<file path="src/rtl/view_pose_scheduler.sv">
// Pose shadow buffer between game logic and the mode-7 renderer: sanitises
// incoming pose updates and commits them once per frame at a fixed raster point.
module view_pose_scheduler #(
    parameter logic [10:0] COMMIT_H     = 11'd0,
    parameter logic [9:0]  COMMIT_V     = 10'd768,
    parameter logic [10:0] MAX_COORD    = 11'd1983,
    parameter logic [10:0] RESET_PX     = 11'd1024,
    parameter logic [10:0] RESET_PY     = 11'd1024,
    parameter logic [10:0] RESET_OX     = 11'd1024,
    parameter logic [10:0] RESET_OY     = 11'd1024,
    parameter logic [7:0]  STALE_FRAMES = 8'd4
) (
    input  logic        clk_in,
    input  logic        rst_in,
    input  logic [10:0] hcount_in,
    input  logic [9:0]  vcount_in,
    input  logic        upd_valid_in,
    output logic        upd_ready_out,
    input  logic [8:0]  upd_direction_in,
    input  logic [10:0] upd_player_x_in,
    input  logic [10:0] upd_player_y_in,
    input  logic [10:0] upd_opponent_x_in,
    input  logic [10:0] upd_opponent_y_in,
    output logic [8:0]  direction_out,
    output logic [10:0] player_x_out,
    output logic [10:0] player_y_out,
    output logic [10:0] opponent_x_out,
    output logic [10:0] opponent_y_out,
    output logic        frame_start_out,
    output logic        commit_out,
    output logic        stale_out
);

    // Handshake: an update transfers on a rising clk_in edge where
    // upd_valid_in && upd_ready_out; ready is low for the whole PENDING period.
    typedef enum logic {IDLE, PENDING} state_t;

    state_t      state, state_next;
    logic        boundary, boundary_q, boundary_edge;
    logic        capture, do_commit;
    logic [7:0]  stale_cnt, stale_cnt_next;
    logic [8:0]  sh_dir;
    logic [10:0] sh_px, sh_py, sh_ox, sh_oy;

    function automatic logic [10:0] clamp_coord(input logic [10:0] v);
        return (v > MAX_COORD) ? MAX_COORD : v;
    endfunction

    function automatic logic [8:0] wrap_dir(input logic [8:0] d);
        return (d >= 9'd360) ? (d - 9'd360) : d;
    endfunction

    assign boundary      = (hcount_in == COMMIT_H) && (vcount_in == COMMIT_V);
    // A frozen raster holds the boundary; only its first cycle is a frame event.
    assign boundary_edge = boundary && !boundary_q;

    always_comb begin
        state_next = state;
        capture    = 1'b0;
        do_commit  = 1'b0;
        case (state)
            IDLE: begin
                if (upd_valid_in) begin
                    capture    = 1'b1;
                    state_next = PENDING;
                end
            end
            PENDING: begin
                if (boundary_edge) begin
                    do_commit  = 1'b1;
                    state_next = IDLE;
                end
            end
            default: state_next = IDLE;
        endcase
    end

    always_comb begin
        stale_cnt_next = stale_cnt;
        if (do_commit) begin
            stale_cnt_next = 8'd0;
        end else if (boundary_edge && stale_cnt != 8'hff) begin
            stale_cnt_next = stale_cnt + 8'd1;
        end
    end

    always_ff @(posedge clk_in) begin
        if (rst_in) begin
            state           <= IDLE;
            boundary_q      <= 1'b0;
            upd_ready_out   <= 1'b1;
            stale_cnt       <= 8'd0;
            stale_out       <= 1'b0;
            frame_start_out <= 1'b0;
            commit_out      <= 1'b0;
            sh_dir          <= 9'd0;
            sh_px           <= RESET_PX;
            sh_py           <= RESET_PY;
            sh_ox           <= RESET_OX;
            sh_oy           <= RESET_OY;
            direction_out   <= 9'd0;
            player_x_out    <= RESET_PX;
            player_y_out    <= RESET_PY;
            opponent_x_out  <= RESET_OX;
            opponent_y_out  <= RESET_OY;
        end else begin
            state           <= state_next;
            boundary_q      <= boundary;
            upd_ready_out   <= (state_next == IDLE);
            stale_cnt       <= stale_cnt_next;
            stale_out       <= (stale_cnt_next >= STALE_FRAMES);
            frame_start_out <= boundary_edge;
            commit_out      <= do_commit;
            if (capture) begin
                sh_dir <= wrap_dir(upd_direction_in);
                sh_px  <= clamp_coord(upd_player_x_in);
                sh_py  <= clamp_coord(upd_player_y_in);
                sh_ox  <= clamp_coord(upd_opponent_x_in);
                sh_oy  <= clamp_coord(upd_opponent_y_in);
            end
            if (do_commit) begin
                direction_out  <= sh_dir;
                player_x_out   <= sh_px;
                player_y_out   <= sh_py;
                opponent_x_out <= sh_ox;
                opponent_y_out <= sh_oy;
            end
        end
    end

endmodule

</file>
<file path="config.mk">
export PLATFORM = sky130hd
export DESIGN_NAME = view_pose_scheduler
export DESIGN_NICKNAME = d
export VERILOG_FILES = /design/src/rtl/view_pose_scheduler.sv
export SDC_FILE = /design/constraint.sdc
export NUM_CORES = 1
export LEC_CHECK = 0
export BUFFER_PORTS_ARGS = -buffer_cell sky130_fd_sc_hd__buf_4
export CORE_MARGIN = 5
export CORE_UTILIZATION = 40
export CTS_BUF_LIST = sky130_fd_sc_hd__clkbuf_4 sky130_fd_sc_hd__clkbuf_8
export DETAILED_ROUTE_END_ITERATION = 8
export PLACE_DENSITY = 0.77
export SLEW_MARGIN = 0
export SYNTH_ARGS = -nofsm -noshare
export SYNTH_HDL_FRONTEND = slang
export SYNTH_SLANG_ARGS = --single-unit
</file>
<file path="constraint.sdc">
create_clock -name clk_in -period 4 [get_ports clk_in]
set_input_delay 0.6 -clock clk_in [delete_from_list [all_inputs] [get_ports clk_in]]
set_output_delay 0.6 -clock clk_in [all_outputs]
set_load 0.01 [all_outputs]
</file>
==> results of run 1 <==
## placed cells by master (no fill, tap or decap), drive strengths merged, types with 13 or more instances in the layout
cell type    n
buf        137
dfxtp      120
a22o        49
nand2       49
o221a       24
a21oi       23
nor2        21
clkbuf      20
o21ai       14
inv         13
## power by group through the flow
stage	Sequential, mW	Clock (mW)	Combinational [mW]
2_1_floorplan	1.28	0	0.0955
6_report	1.26	1.00	0.189
4_1_cts	1.26	1.02	0.191
5_1_grt	1.26	1.09	0.209
3_5_place_dp	1.28	0	0.190
3_3_place_gp	1.28	0	0.184
## per-layer routing
metal / part of all wire [%] / up-vias / routed length (microns)
met4: 2.8 / 0 / 320
met3: 6.3 / 29 / 709
met5: 0 / - / 0
met2: 48 / 147 / 5340
li1: - / 1792 / -
met1: 43 / 1747 / 4860
## sequential cells by signal, indices dropped and copies added, names as in the netlist, 8 cells and up
| name | flops |
|---|---|
| sh_px | 11 |
| sh_py | 11 |
| player_x_out | 11 |
| sh_ox | 11 |
| sh_oy | 11 |
| opponent_y_out | 11 |
| direction_out | 9 |
| opponent_x_out | 11 |
| sh_dir | 9 |
| stale_cnt | 8 |
| player_y_out | 11 |
## area by class of cell
cell class	instances	area share, %
inverter	14	0.909
multi-input combinational	252	30.4
clock inverter	12	1.77
sequential	120	41.5
clock buffer	20	4.65
timing repair buffer	137	17.8
tap	136	2.94
## per-stage QoR
stage / cell area, sq um / utilization [%]
2_1_floorplan: 4290 / -
3_3_place_gp: 5410 / 51.9
3_5_place_dp: 5410 / 51.9
4_1_cts: 5780 / 55.5
5_1_grt: 5780 / 55.5
6_report: 5780 / 55.5
## critical path: stages
cell     delay, ns
buf_4         0.11
nor4_2        0.28
nand3_2       0.21
nor2_2        0.35
nand3_1       0.25
inv_2         0.73
a22o_1        0.24
## path summary, 6_finish.rpt
check / startpoint / endpoint / slack (ns) / cells after the start
max: vcount_in[5] / opponent_x_out[1] / 1.55 / 7
min: upd_valid_in / upd_ready_out / 0.40 / 2
max reg2reg: boundary_q / opponent_x_out[1] / 1.64 / 6
min reg2reg: sh_px[7] / sh_px[7] / 0.46 / 2
## cell families after synthesis
family,share of synthesized area (%)
AO/OA/AOI/OAI,26.0
flip-flops,55.9
AND/OR/NAND/NOR,12.9
buffers and inverters,3.58
XOR/XNOR,0.816
adder cells (fa/ha/maj),0.583
multiplexers,0.233
==> metrics.md, run 1 <==
| Metric | Value |
|---|---|
| Fin nets | 621 |
| Die X | 114 microns |
| Maxcap violations | 0 |
| Sequential-to-total area share from yosys stat | 55.9% |
| Grt met2 use | 27.8% |
| Unrepaired setup endpoints after global routing | false |
| # DRC | 0 |
| Largest net degree at the start of global routing | 51 |
| Setup bufs post-CTS | 0 |
| DP Worst Slack | 1.13 ns |
| Layout cells sized above 1 | 37.7% |
| Setup CP Type | in2reg |
| Avg Vias per Cell | 5.38 |
| # fillers | 941 |
| TritonCTS Buffers | 17 |
| Count leader, synth | dfxtp_1 |
| Layer with the highest usage | met2 |
| Placed insts | 659 |
| Setup TNS | 0 ns |
| Synthesized flop and latch total | 120 |
| Average instance area after synthesis | 10.4 sq um |
| Via Count | 3715 |
| Layout Skew | 0.0129 ns |
| PostCTS Resize Cnt | 0 |
| Synth top area cells | dfxtp_1 (56%), a22o_1 (10%), o221a_2 (6.3%) |
| Ports | 134 |
| FMAX | 409 MHz |
| Antenna cells | 0 |
| Port buffer count | 133 |
| Worst-path clk slew | 0.07 ns |
| CTS Sinks | 120 |
| Post-synth EDFFs | 0 |
| WHS | 0.398 ns |
| Remaining antenna violation count | 0 |
| Fin worst setup slack | 1.55 ns |
| Critical Path AT | 2.80 ns |
| Final period utilization | 61.2% |
| CP Max Fanout | 50 |
| GRT met3 Usage | 4.62% |
| Max-Slew Margin vs Limit | 38.0% |
| Vias in the first global route | 3735 |
| Crit end category | flip-flop |
| Synth Flop Type | dfxtp_1 |
| Leak Pwr | 2.46 nW |
| Logic gate share of total power | 7.7% |
| Multi-input logic area | 0.00176 sq mm |
| Core Region | 0.0104 sq mm |
| Share of power burned in registers | 51.4% |
| Remaining Overflow, GRT | 0 |
| Tmin final | 2.45 ns |
| Routed wire length | 11200 microns |
| WL/cell | 16.3 microns |
| HPWL Detailed | 7970 microns |
| Slew at the pin with the worst max-slew slack | 0.927 ns |
| Leading area contributor after synthesis | dfxtp_1 |
| NetSw | 0.590 mW |
| Global-route wire length before repair | 17800 microns |
| Net switching fraction of the power | 24.1% |
| Die Y-Extent | 114 microns |
| HP Class | in2reg |
| # setup viols final | 0 |
| Die area | 0.0129 sq mm |
| Initial antenna violation count | 0 |
| Pwr dens | 423 mW/mm^2 |
| Outcome | completed |
| Syn Nets | 490 |
| Storage element area | 0.00240 sq mm |
| Row count | 37 |
| Max-slew violation count | 0 |
| GRT Total Usage | 17.3% |
| H-Tree Depth | 4 |
| Hold_buf cts | 0 |
| Final hold vios | 0 |
| Non-Filler Instances | 691 |
| Mapped Cells | 411 |
| Clock root cell | clkbuf_8 |
| Pint | 1.86 mW |
| Clock power share | 40.9% |
| Startpoint types | input pin |
| Ys async rst share | 0% |
| Synth cell types | 47 |
| YS warnings | 0 |
| Top-area cell type share of the netlist area | 55.9% |
| Met1 usage | 21.3% |
| Pwr Total | 2.45 mW |
| Initial drt markers | 277 |
| Synth-to-Final Area Change | 34.6% |
| Skew-Pair Late Insertion Delay | 0.41 ns |
| Worst IR Drop VDD | 177 uV |
| Synth cell count leaders | dfxtp_1 (120), a22o_1 (49), nand2_1 (49) |
| Worst EP required | 4.35 ns |
| CTS tree | built |
| Initial Utilization | 41.2% |
| Cell Area, Synth | 0.00429 sq mm |
| Clock buffer depth | 2 |
| GPL Wtd Cong | 0.915 |
| First-pass DRT Iterations | 5 |
(Power assumes the default switching activity.)
==> run 2, diff against run 1 <==
==> constraint.sdc (replaced) <==
create_clock -name clk_in -period 2.4 [get_ports clk_in]
set_input_delay 0.36 -clock clk_in [delete_from_list [all_inputs] [get_ports clk_in]]
set_output_delay 0.36 -clock clk_in [all_outputs]
set_load 0.01 [all_outputs]
==> metrics.md, run 2 (synthesis gave the netlist of run 1 again) <==
| Metric | Value |
|---|---|
| Clock root cell | clkbuf_8 |
| Hold depth | 2 |
| Setup CP Type | reg2reg |
| Port buffer count | 133 |
| Final hold vios | 0 |
| Setup TNS | 0 ns |
| Setup bufs post-CTS | 0 |
| CTS tree | built |
| Leading cell type in the layout, fill and taps excluded | buf_4 |
| Initial antenna violation count | 0 |
| Max-Slew Margin vs Limit | 50.9% |
| R2r startpoint | stale_cnt[0] |
| Startpoint types | flip-flop |
| First-pass DRT Iterations | 4 |
| Hold_buf cts | 0 |
| Fin worst setup slack | 0.384 ns |
| Crit end category | flip-flop |
| Synth-to-Final Area Change | 37.5% |
| Worst hold endpoint | upd_ready_out |
| Remaining Overflow, GRT | 0 |
| Storage element area | 0.00240 sq mm |
| Remaining antenna violation count | 0 |
| Core Region | 0.0104 sq mm |
| Slew at the pin with the worst max-slew slack | 0.734 ns |
| Row count | 37 |
| FMAX | 496 MHz |
| # fillers | 906 |
| Hold_sp | upd_valid_in |
| Critical Path AT | 2.32 ns |
| Maxcap violations | 0 |
| # setup viols final | 0 |
| Via Count | 3688 |
| Commonest cells after routing, fill and taps aside | buf_4 (144), dfxtp_1 (120), a22o_1 (49), nand2_1 (49), o221a_2 (24) |
| Worst-path clk slew | 0.07 ns |
| Die Y-Extent | 114 microns |
| Initial Utilization | 41.2% |
| CTS Sinks | 120 |
| Max-slew violation count | 0 |
| Cells on worst reg2reg path | 6 |
| CP Max Fanout | 5 |
| H-Tree Depth | 4 |
| CP Cell Sequence | ha_1 -> nand3_1 -> o21ai_1 -> nor4_2 -> or4_1 -> a221o_1 |
| WL/cell | 16.1 microns |
| Avg Vias per Cell | 5.28 |
| TritonCTS Buffers | 17 |
| Critical-path top delay cell | or4_1 |
| Ports | 134 |
| CP top delay family | simple AND/OR/NAND/NOR gates |
| Layout cells sized above 1 | 38.5% |
| Reg2reg end | stale_out |
| Routed wire length | 11200 microns |
| PostCTS Resize Cnt | 0 |
| Fin nets | 629 |
| Layout Skew | 0.00842 ns |
| Reg2Reg Setup Slack | 0.38 ns |
| Pwr dens | 727 mW/mm^2 |
| Buf+Inv Stages, Crit Path | 0 |
| Antenna cells | 0 |
| Final Core Density | 56.7% |
| Clock buffer depth | 2 |
| Outcome | completed |
| GPL Wtd Cong | 0.850 |
| Unrepaired setup endpoints after global routing | false |
| DP Worst Slack | 0.277 ns |
| Initial drt markers | 147 |
| Multi-input logic area | 0.00176 sq mm |
| Tmin final | 2.02 ns |
| Largest net degree at the start of global routing | 41 |
| HPWL Detailed | 8200 microns |
| Die X | 114 microns |
| GRT Total Usage | 17.8% |
| Vias in the first global route | 3816 |
| Leak Pwr | 2.52 nW |
| Final period utilization | 84.0% |
| Skew-Pair Late Insertion Delay | 0.42 ns |
| Worst EP required | 2.70 ns |
| # DRC | 0 |
| HP Class | in2reg |
| Global-route wire length before repair | 18400 microns |
| Die area | 0.0129 sq mm |
| Worst IR Drop VDD | 356 uV |
| WHS | 0.151 ns |
| Critical Path Max Stage Delay | 0.40 ns |
## run 2: worst register-to-register path, cell delays in order (launching register included)
cell	delay, ns
dfxtp_1	0.39
ha_1	0.28
nand3_1	0.12
o21ai_1	0.28
nor4_2	0.12
or4_1	0.40
a221o_1	0.31
## run 2: worst max-delay path by stage
stage / startpoint / end / slack, ns / depth (start not counted)
after floorplan: upd_direction_in[0] / sh_dir[6] / 0.58 / 5
after global placement: rst_in / opponent_y_out[2] / 0.34 / 6
after detailed placement: rst_in / opponent_y_out[2] / 0.28 / 6
after CTS: stale_cnt[0] / stale_out / 0.38 / 6
after global routing: stale_cnt[0] / stale_out / 0.22 / 6
final: stale_cnt[0] / stale_out / 0.38 / 6
## run 2: final cells by class
class	count	share of cell area [%]
clock buffers	18	4.20
repair buffers	145	18.6
clock inverters	14	2.95
flip-flops and latches	120	40.7
inverters	14	0.890
well taps	136	2.88
multi-input cells	252	29.8
## run 2: through the flow
step / cells / total power, mW / area [sq um]
floorplan: 411 / 2.29 / 4290
global placement: 667 / 2.45 / 5480
detailed placement: 667 / 2.46 / 5480
CTS: 699 / 4.33 / 5900
global route: 699 / 4.48 / 5900
finish: 699 / 4.29 / 5900
## run 2: routing by layer
metal / global-route usage, % / vias up / share of wire, %
met4: 6.49 / 0 / 2.2
met1: 22.0 / 1727 / 44
li1: - / 1811 / -
met5: 0 / - / 0
met3: 4.93 / 18 / 6.3
met2: 29.6 / 132 / 48
## run 2: power breakdown
| part | switching (mW) | internal, mW | total [mW] | leakage (nW) |
|---|---|---|---|---|
| Sequential | 0.0373 | 2.06 | 2.09 | 0.978 |
| Clock | 0.813 | 1.06 | 1.87 | 0.201 |
| Combinational | 0.161 | 0.164 | 0.325 | 1.34 |
| Total | 1.01 | 3.28 | 4.29 | 2.52 |
==> run 3, diff against run 2 <==
==> constraint.sdc (replaced) <==
create_clock -name clk_in -period 2.1 [get_ports clk_in]
set_input_delay 0.315 -clock clk_in [delete_from_list [all_inputs] [get_ports clk_in]]
set_output_delay 0.315 -clock clk_in [all_outputs]
set_load 0.01 [all_outputs]
==> metrics.md, run 3 (synthesis gave the netlist of run 1 again) <==
| Metric | Value |
|---|---|
| Outcome | completed |
| HP Class | in2reg |
| Post-route cell area | 0.00595 sq mm |
| CTS Sinks | 120 |
| Hold_sp | upd_valid_in |
| Hold_buf cts | 0 |
| Worst hold endpoint | upd_ready_out |
| Initial Utilization | 41.2% |
| Unrepaired setup endpoints after global routing | false |
| Antenna cells | 0 |
| CTS tree | built |
| Port buffer count | 133 |
| HPWL Detailed | 8140 microns |
| Die X | 114 microns |
| First-pass DRT Iterations | 4 |
| Commonest cells after routing, fill and taps aside | buf_4 (144), dfxtp_1 (120), a22o_1 (49), nand2_1 (49), o221a_2 (24) |
| DP Worst Slack | 0.121 ns |
| Max-slew violation count | 0 |
| Crit end category | flip-flop |
| # setup viols final | 0 |
| Initial antenna violation count | 0 |
| Skew-Pair Late Insertion Delay | 0.41 ns |
| Layout cells sized above 1 | 38.7% |
| Fin nets | 630 |
| Core Region | 0.0104 sq mm |
| Vias in the first global route | 3745 |
| Leak Pwr | 2.54 nW |
| GRT Total Usage | 17.7% |
| Remaining Overflow, GRT | 0 |
| Routed wire length | 11200 microns |
| Worst-path clk slew | 0.07 ns |
| H-Tree Depth | 4 |
| Placed cell areas | 0.00550 sq mm |
| FMAX | 537 MHz |
| Setup bufs post-CTS | 0 |
| Setup CP Type | reg2reg |
| Maxcap violations | 0 |
| Pwr Total | 5.03 mW |
| PostCTS Resize Cnt | 0 |
| Clock buffer depth | 2 |
| Initial drt markers | 214 |
| Hold depth | 2 |
| Max-Slew Margin vs Limit | 60.5% |
| Worst IR Drop VDD | 479 uV |
| Worst EP required | 2.40 ns |
| Slew at the pin with the worst max-slew slack | 0.589 ns |
| # fillers | 901 |
| Final hold vios | 0 |
| Clock root cell | clkbuf_8 |
| Layout Skew | 0.0112 ns |
| Ports | 134 |
| GPL Wtd Cong | 0.910 |
| Multi-input logic area | 0.00176 sq mm |
| Global-route wire length before repair | 18300 microns |
| Setup TNS | 0 ns |
| Leading cell type in the layout, fill and taps excluded | buf_4 |
| Via Count | 3708 |
| Avg Vias per Cell | 5.30 |
| Final period utilization | 88.6% |
| Startpoint types | flip-flop |
| CP Max Fanout | 6 |
| Pwr dens | 846 mW/mm^2 |
| WL/cell | 16.0 microns |
| Remaining antenna violation count | 0 |
| TritonCTS Buffers | 17 |
| Row count | 37 |
| Reg2Reg Setup Slack | 0.24 ns |
| Die Y-Extent | 114 microns |
| Die area | 0.0129 sq mm |
| Synth-to-Final Area Change | 38.5% |
| Tmin final | 1.86 ns |
| Largest net degree at the start of global routing | 51 |
| Critical Path AT | 2.17 ns |
| Cells on worst reg2reg path | 5 |
| Storage element area | 0.00240 sq mm |
| R2r startpoint | stale_cnt[3] |
| # DRC | 0 |
| Fin worst setup slack | 0.239 ns |
| Reg2reg end | stale_out |
==> run 3: how the worst max path moves through the flow <==
stage / startpoint / endpoint / slack, ns
finish: stale_cnt[3] / stale_out / 0.24
CTS: stale_cnt[3] / stale_out / 0.23
global route: stale_cnt[3] / stale_out / 0.05
detailed placement: hcount_in[6] / stale_cnt[4] / 0.12
global placement: upd_direction_in[0] / sh_dir[6] / 0.18
floorplan: upd_direction_in[0] / sh_dir[6] / 0.32
==> run 3: area by class of cell <==
class                      instances  area share [%]
timing repair buffer             146            18.9
sequential                       120            40.4
inverter                          14           0.884
clock inverter                    14            3.30
multi-input combinational        252            29.5
tap                              136            2.86
clock buffer                      18            4.17
==> run 3: through the flow <==
| step | utilization (%) | hold slack (ns) | cells |
|---|---|---|---|
| global route | 57.1 | 0.119 | 700 |
| finish | 57.1 | 0.124 | 700 |
| global placement | 52.8 | 0.443 | 668 |
| CTS | 57.1 | 0.103 | 700 |
| detailed placement | 52.8 | 0.448 | 668 |
| floorplan | - | 0.415 | 411 |
==> run 3: layer usage <==
layer / vias to the layer above / wire (microns) / global-route usage (%)
li1: 1816 / - / -
met1: 1742 / 4860 / 22.5
met2: 134 / 5360 / 29.0
met3: 16 / 742 / 4.35
met4: 0 / 232 / 6.81
met5: - / 0 / 0
==> run 3: power breakdown <==
part	total, mW	internal [mW]	switching, mW
logic	0.374	0.192	0.182
registers	2.39	2.35	0.0416
clock network	2.27	1.33	0.934
total	5.03	3.87	1.16
==> run 3: worst max-delay path: stages, from the launching register on <==
cell     delay [ns]
dfxtp_1        0.43
nand4_1        0.18
o21ai_1        0.30
nor4_2         0.12
or4_1          0.42
a221o_1        0.30
